`config.mk`:
```
export PLATFORM = sky130hd
export DESIGN_NAME = metrics_counter_sequencer
export DESIGN_NICKNAME = d
export VERILOG_FILES = /design/src/rtl/metrics_seq_pkg.sv /design/src/rtl/edge_detect.sv /design/src/rtl/metrics_counter_sequencer.sv
export SDC_FILE = /design/constraint.sdc
export NUM_CORES = 1
export LEC_CHECK = 0
export CAP_MARGIN = 0
export CORE_MARGIN = 2
export CORE_UTILIZATION = 49
export DETAILED_ROUTE_END_ITERATION = 16
export GPL_TIMING_DRIVEN = 0
export PLACE_DENSITY = 0.95
export SKIP_LAST_GASP = 1
export SLEW_MARGIN = 20
export SYNTH_ARGS = -nofsm -noshare
export SYNTH_HDL_FRONTEND = slang
export SYNTH_SLANG_ARGS = --single-unit
```
`constraint.sdc`:
```
create_clock -name clk -period 12.4 [get_ports clk]
set_input_delay 1.24 -clock clk [delete_from_list [all_inputs] [get_ports clk]]
set_output_delay 1.24 -clock clk [all_outputs]
set_load 0.03 [all_outputs]
```
`src/rtl/metrics_seq_pkg.sv`:
```
// Shared types and bit indices for the metrics counter sequencer.
package metrics_seq_pkg;

   typedef enum logic [1:0] {
      IDLE  = 2'd0,
      ARMED = 2'd1,
      RUN   = 2'd2,
      DONE  = 2'd3
   } seq_state_e;

   localparam int unsigned CFG_W      = 8;
   localparam int unsigned CFG_EN     = 0;
   localparam int unsigned CFG_CLR    = 1;
   localparam int unsigned CFG_HWTRIG = 2;
   localparam int unsigned CFG_SINGLE = 3;
   localparam int unsigned CFG_ABORT  = 4;

   localparam int unsigned STS_W        = 8;
   localparam int unsigned STS_BUSY     = 0;
   localparam int unsigned STS_SNAPVLD  = 1;
   localparam int unsigned STS_LIMITHIT = 2;
   localparam int unsigned STS_CLRERR   = 3;
   localparam int unsigned STS_RUNSSAT  = 4;

endpackage

```
`src/rtl/edge_detect.sv`:
```
// Rise/fall detection of a vector against its previous-cycle registered copy.
module edge_detect #(
   parameter int unsigned WIDTH = 8
) (
   input  logic             clk,
   input  logic             rst,
   input  logic [WIDTH-1:0] d,
   output logic [WIDTH-1:0] rise,
   output logic [WIDTH-1:0] fall
);

   logic [WIDTH-1:0] prev;

   always_ff @(posedge clk) begin
      if (rst) prev <= '0;
      else     prev <= d;
   end

   assign rise = d & ~prev;
   assign fall = ~d & prev;

endmodule

```
`src/rtl/metrics_counter_sequencer.sv`:
```
// Turns the timer control byte and hw start/stop events into metrics_counter
// enable/clear, and tracks the final-count snapshot, run count and sticky status.
module metrics_counter_sequencer
   import metrics_seq_pkg::*;
#(
   parameter int unsigned COUNTER_WIDTH = 64,
   parameter int unsigned RUNS_WIDTH    = 16
) (
   input  logic                     clk,
   input  logic                     rst,
   input  logic [CFG_W-1:0]         cfg_i,
   input  logic                     start_evt_i,
   input  logic                     stop_evt_i,
   input  logic [COUNTER_WIDTH-1:0] limit_i,
   input  logic [COUNTER_WIDTH-1:0] cnt_i,
   output logic                     cnt_en_o,
   output logic                     cnt_clear_o,
   output logic [COUNTER_WIDTH-1:0] snap_o,
   output logic                     snap_valid_o,
   output logic [RUNS_WIDTH-1:0]    runs_o,
   output logic [1:0]               state_o,
   output logic [STS_W-1:0]         status_o
);

   seq_state_e       state, state_nxt;
   logic [CFG_W-1:0] cfg_rise, cfg_fall;
   logic             en, hw_trig, single, abort_rise, clr_rise;
   logic             limit_cond, run_stop, run_end, run_end_q;
   logic             limit_hit, clear_err, runs_sat;

   edge_detect #(.WIDTH(CFG_W)) u_cfg_edge (
      .clk  (clk),
      .rst  (rst),
      .d    (cfg_i),
      .rise (cfg_rise),
      .fall (cfg_fall)
   );

   assign en         = cfg_i[CFG_EN];
   assign hw_trig    = cfg_i[CFG_HWTRIG];
   assign single     = cfg_i[CFG_SINGLE];
   assign abort_rise = cfg_rise[CFG_ABORT];
   assign clr_rise   = cfg_rise[CFG_CLR];
   assign limit_cond = (limit_i != '0) && (cnt_i == limit_i - COUNTER_WIDTH'(1));
   assign run_stop   = (hw_trig ? stop_evt_i : cfg_fall[CFG_EN]) | ~en | limit_cond;

   // Next-state logic; abort overrides everything.
   always_comb begin
      state_nxt = state;
      if (abort_rise) begin
         state_nxt = IDLE;
      end else begin
         unique case (state)
            IDLE:  if (cfg_rise[CFG_EN]) state_nxt = hw_trig ? ARMED : RUN;
            ARMED: if (start_evt_i) state_nxt = RUN;
                   else if (!en)    state_nxt = IDLE;
            RUN:   if (run_stop) state_nxt = DONE;
            DONE:  if (single && en)       state_nxt = DONE;
                   else if (en && hw_trig) state_nxt = ARMED;
                   else                    state_nxt = IDLE;
            default: state_nxt = IDLE;
         endcase
      end
   end

   assign run_end = (state == RUN) && (state_nxt == DONE);

   always_ff @(posedge clk) begin
      if (rst) begin
         state        <= IDLE;
         run_end_q    <= 1'b0;
         cnt_clear_o  <= 1'b0;
         snap_o       <= '0;
         snap_valid_o <= 1'b0;
         runs_o       <= '0;
         runs_sat     <= 1'b0;
         limit_hit    <= 1'b0;
         clear_err    <= 1'b0;
      end else begin
         state       <= state_nxt;
         run_end_q   <= run_end;
         cnt_clear_o <= clr_rise && (state != RUN);
         if (run_end) begin
            if (runs_o == '1) runs_sat <= 1'b1;
            else              runs_o   <= runs_o + RUNS_WIDTH'(1);
         end
         // Counter's last increment lands with the RUN->DONE edge, so sample one cycle later.
         if (run_end_q) begin
            snap_o       <= cnt_i;
            snap_valid_o <= 1'b1;
         end
         if (run_end && limit_cond) limit_hit <= 1'b1;
         if (clr_rise && (state == RUN)) clear_err <= 1'b1;
         if (clr_rise && (state != RUN)) begin
            snap_valid_o <= 1'b0;
            limit_hit    <= 1'b0;
            clear_err    <= 1'b0;
         end
      end
   end

   assign cnt_en_o = (state == RUN);
   assign state_o  = state;

   always_comb begin
      status_o               = '0;
      status_o[STS_BUSY]     = (state == ARMED) || (state == RUN);
      status_o[STS_SNAPVLD]  = snap_valid_o;
      status_o[STS_LIMITHIT] = limit_hit;
      status_o[STS_CLRERR]   = clear_err;
      status_o[STS_RUNSSAT]  = runs_sat;
   end

endmodule

```
==> metrics.txt <==
# TYPE chip_impl_metric gauge
chip_impl_info{name="run_status",value="complete, no violations"} 1
chip_impl_info{name="r2r_start",value="state_o[0]"} 1
chip_impl_info{name="synth_top_area_cell",value="sky130_fd_sc_hd__dfxtp_1"} 1
chip_impl_metric{name="drv_slew",unit=""} 0
chip_impl_metric{name="sinks_on_clock_net",unit=""} 91
chip_impl_info{name="dominantRegCellSynth",value="sky130_fd_sc_hd__dfxtp_1"} 1
chip_impl_metric{name="worst_r2r_path_depth",unit=""} 10
chip_impl_metric{name="antennaDiodeCount",unit=""} 0
chip_impl_metric{name="crit_fanout",unit=""} 10
chip_impl_metric{name="synth-edff-count",unit=""} 0
chip_impl_info{name="reg2reg_to",value="runs_o[9]"} 1
chip_impl_info{name="worst_hold_startpoint",value="runs_sat"} 1
chip_impl_metric{name="filler_cell_count",unit=""} 911
chip_impl_info{name="final_common_cell",value="sky130_fd_sc_hd__clkdlybuf4s50_1"} 1
chip_impl_metric{name="grt_max_degree",unit=""} 16
chip_impl_metric{name="postRouteWirelength",unit="mm"} 21.56
chip_impl_metric{name="pin_count",unit=""} 233
chip_impl_metric{name="avgRoutedWirePerCell",unit="um"} 18.72
chip_impl_metric{name="core",unit="um^2"} 12160
chip_impl_metric{name="yosys_warnings",unit=""} 0
chip_impl_info{name="final_cell_mix",value="sky130_fd_sc_hd__clkdlybuf4s50_1, sky130_fd_sc_hd__nor2_1, sky130_fd_sc_hd__dfxtp_1"} 1
chip_impl_metric{name="antenna_found_initial",unit=""} 0
chip_impl_metric{name="hold_depth",unit=""} 2
chip_impl_metric{name="syn_avg_cell_area",unit="um^2"} 8.286
chip_impl_metric{name="start_util",unit="%"} 50.69
chip_impl_metric{name="drt-initial-drc-count",unit=""} 453
chip_impl_metric{name="viasPerCell",unit=""} 5.825
chip_impl_metric{name="ctsHoldBuffers",unit=""} 0
chip_impl_metric{name="first_global_vias",unit=""} 6537
chip_impl_metric{name="clkLatencyLatePin",unit="ns"} 0.35
chip_impl_metric{name="max-clock-path-buffers",unit=""} 2
chip_impl_metric{name="timing.max_slew.rel_slack",unit="%"} 32.44
chip_impl_metric{name="worst_ep_required_time",unit="ns"} 12.65
chip_impl_metric{name="synthDistinctLibCells",unit=""} 63
chip_impl_info{name="rsz0062_at_grt",value="no"} 1
chip_impl_metric{name="timing.final.crit_period",unit="ns"} 5.724
chip_impl_metric{name="gp_congestion",unit=""} 0.9946
chip_impl_metric{name="max_freq",unit="GHz"} 0.1747
chip_impl_metric{name="gr-total-overflow",unit=""} 0
chip_impl_metric{name="post-dp-hpwl",unit="mm"} 16.86
chip_impl_metric{name="syn_area",unit="um^2"} 6165
chip_impl_metric{name="post_cts.repair.setup_buffers",unit=""} 0
chip_impl_metric{name="clock_edge_transition_at_the_registers_on_the_reported_setup_and_hold_paths",unit="ns"} 0.07
chip_impl_metric{name="synth.yosys.seq_area_share",unit="%"} 29.55
chip_impl_info{name="clock_tree.root_cell",value="sky130_fd_sc_hd__clkbuf_16"} 1
chip_impl_metric{name="cap_violations",unit=""} 0
chip_impl_metric{name="port_bufs",unit=""} 222
chip_impl_metric{name="rrSetupSlack",unit="ns"} 9.27
chip_impl_metric{name="place_area",unit="um^2"} 8605
chip_impl_metric{name="cts_resized",unit=""} 0
chip_impl_metric{name="placement_rows",unit=""} 40
chip_impl_metric{name="powerDensity",unit="nW/um^2"} 83.29
chip_impl_metric{name="timing.final.setup_violations",unit=""} 0
chip_impl_metric{name="drtAntennaViolNets",unit=""} 0
chip_impl_info{name="cp-startpoint",value="limit_i[3]"} 1
chip_impl_metric{name="critPathArrivalTime",unit="ns"} 5.97
chip_impl_metric{name="wire_length_of_the_first_global_routing_pass",unit="mm"} 32.66
chip_impl_info{name="hold_path.class",value="reg -> reg"} 1
chip_impl_metric{name="synth_async_sr_flop_share",unit="%"} 0
chip_impl_info{name="synth_top_area_cells",value="sky130_fd_sc_hd__dfxtp_1, sky130_fd_sc_hd__mux2i_1, sky130_fd_sc_hd__xnor2_1, sky130_fd_sc_hd__nor2_1, sky130_fd_sc_hd__xor2_1"} 1
chip_impl_metric{name="first_pass_iteration_count_of_the_detailed_router",unit=""} 5
chip_impl_info{name="cts_tree",value="yes"} 1
chip_impl_metric{name="timing.clock.skew",unit="ns"} 0.005545
chip_impl_metric{name="dr_total_vias",unit=""} 6710
chip_impl_metric{name="drc",unit=""} 0
chip_impl_metric{name="area_fraction_of_the_dominant_cell_type_after_synthesis",unit="%"} 29.55
chip_impl_info{name="critPathKind",value="in -> reg"} 1
chip_impl_metric{name="design.final.nets",unit=""} 1126
chip_impl_metric{name="die_area",unit="um^2"} 13490
chip_impl_metric{name="groute.usage.overall",unit="%"} 30.98
chip_impl_metric{name="worst_ir_drop_vdd",unit="mV"} 0.05539
chip_impl_metric{name="setup_total_negative_slack",unit="ns"} 0
chip_impl_metric{name="area.growth.synth_to_final",unit="%"} 44.33
chip_impl_metric{name="multi_input_comb_area",unit="um^2"} 4133
chip_impl_info{name="worst_hold_path.endpoint",value="runs_sat"} 1
chip_impl_metric{name="static-leakage-power",unit="nW"} 2.950
chip_impl_metric{name="finish.instance_area",unit="um^2"} 8897
chip_impl_metric{name="timing.final.crit_share",unit="%"} 46.16
chip_impl_info{name="endpoint_kind",value="register"} 1
chip_impl_metric{name="die_width",unit="um"} 116.2
chip_impl_metric{name="postSynthRegisterBits",unit=""} 91
chip_impl_metric{name="postSynthCellCount",unit=""} 744
chip_impl_metric{name="cts_made_buffers",unit=""} 9
chip_impl_info{name="kind_of_launch_point_of_the_worst_setup_path",value="input port"} 1
chip_impl_metric{name="final_hold_viol_count",unit=""} 0
chip_impl_metric{name="tightestPinTransition",unit="ns"} 1.004
chip_impl_metric{name="post_route_cells_drive_above_1_share",unit="%"} 5.793
chip_impl_metric{name="die_height",unit="um"} 116.2
chip_impl_metric{name="clock_tree.htree_level_count",unit=""} 3
chip_impl_metric{name="final-seq-area",unit="um^2"} 1822
cell type report:
class / count / area share, %
Inverter: 15 / 0.6328
Clock inverter: 6 / 0.7172
Multi-Input combinational cell: 607 / 46.45
Buffer: 33 / 1.814
Timing Repair Buffer: 222 / 24.98
Clock buffer: 10 / 2.573
Tap cell: 168 / 2.363
Sequential cell: 91 / 20.48
worst max-delay path, cell delays in order:
cell	delay, ns
sky130_fd_sc_hd__clkdlybuf4s50_1	0.54
sky130_fd_sc_hd__nor4_4	0.64
sky130_fd_sc_hd__nand4_2	0.33
sky130_fd_sc_hd__nor4b_2	0.49
sky130_fd_sc_hd__nand3_1	0.15
sky130_fd_sc_hd__xnor2_1	0.18
sky130_fd_sc_hd__or3_1	0.30
sky130_fd_sc_hd__or4_1	0.64
sky130_fd_sc_hd__nor4_2	0.42
sky130_fd_sc_hd__a21oi_1	0.16
sky130_fd_sc_hd__buf_6	0.18
sky130_fd_sc_hd__nor4_1	0.35
sky130_fd_sc_hd__mux2_1	0.35
through the flow:
step	instances	total power [W]	hold WS, ns	worst slack, ns	util [%]
6_report	1152	0.0007410	0.4630	6.676	73.16
2_1_floorplan	746	0.0003816	0.4259	7.591	-
3_5_place_dp	1136	0.0004673	0.4516	6.423	70.75
3_3_place_gp	1136	0.0004651	0.4367	6.426	70.75
5_1_grt	1152	0.0007637	0.5013	6.433	73.16
4_1_cts	1152	0.0007416	0.4650	6.768	73.16
worst max path at each step:
stage	endpoint	slack, ns	cells past startpoint
finish	runs_o[9]	6.68	13
global route	runs_o[9]	6.43	13
CTS	runs_o[9]	6.77	13
detailed placement	runs_o[9]	6.42	13
global placement	runs_o[9]	6.43	13
floorplan	runs_o[9]	7.59	13
logic make-up after synthesis:
family / synth area share [%]
xor gates and xnor gates: 12.50
AOI/OAI and AO/OA: 8.342
adders and majority gates: 1.421
buffers and inverters: 3.531
other: 0.06083
and+or+nand+nor: 30.69
DFF: 29.55
muxes: 13.90
report_power, final:
| group | switching, W | internal (W) | leakage [nW] |
|---|---|---|---|
| logic | 0.0000875 | 0.0000808 | 2.08 |
| registers | 0.00000244 | 0.000295 | 0.734 |
| clock network | 0.000119 | 0.000156 | 0.139 |
sequential cells by signal, indices dropped and copies added (netlist names):
| name | cells |
|---|---|
| state_o | 2 |
| clear_err | 1 |
| run_end_q | 1 |
| snap_valid_o | 1 |
| limit_hit | 1 |
| runs_o | 16 |
| snap_o | 64 |
| cnt_clear_o | 1 |
| runs_sat | 1 |
| u_cfg_edge.prev | 3 |
cell usage after synthesis (all sizes together) (9+ instances only):
master  count
nor2      117
dfxtp      91
mux2i      71
xnor2      59
nand2      45
nor4       42
nor3       30
xor2       29
nand3      26
buf        20
a21oi      19
nand4      18
nor2b      18
inv        15
clkbuf     13
mux2       13
o21ai       9
per-layer routing:
layer  share of wire, %  up-vias  track usage, %
li1                   -     3136               -
met1                 39     3107           35.95
met2                 48      389           53.29
met3                9.5       78           7.628
met4                4.1        0           15.63
met5                  0        -               0
(Power assumes the default switching activity.)
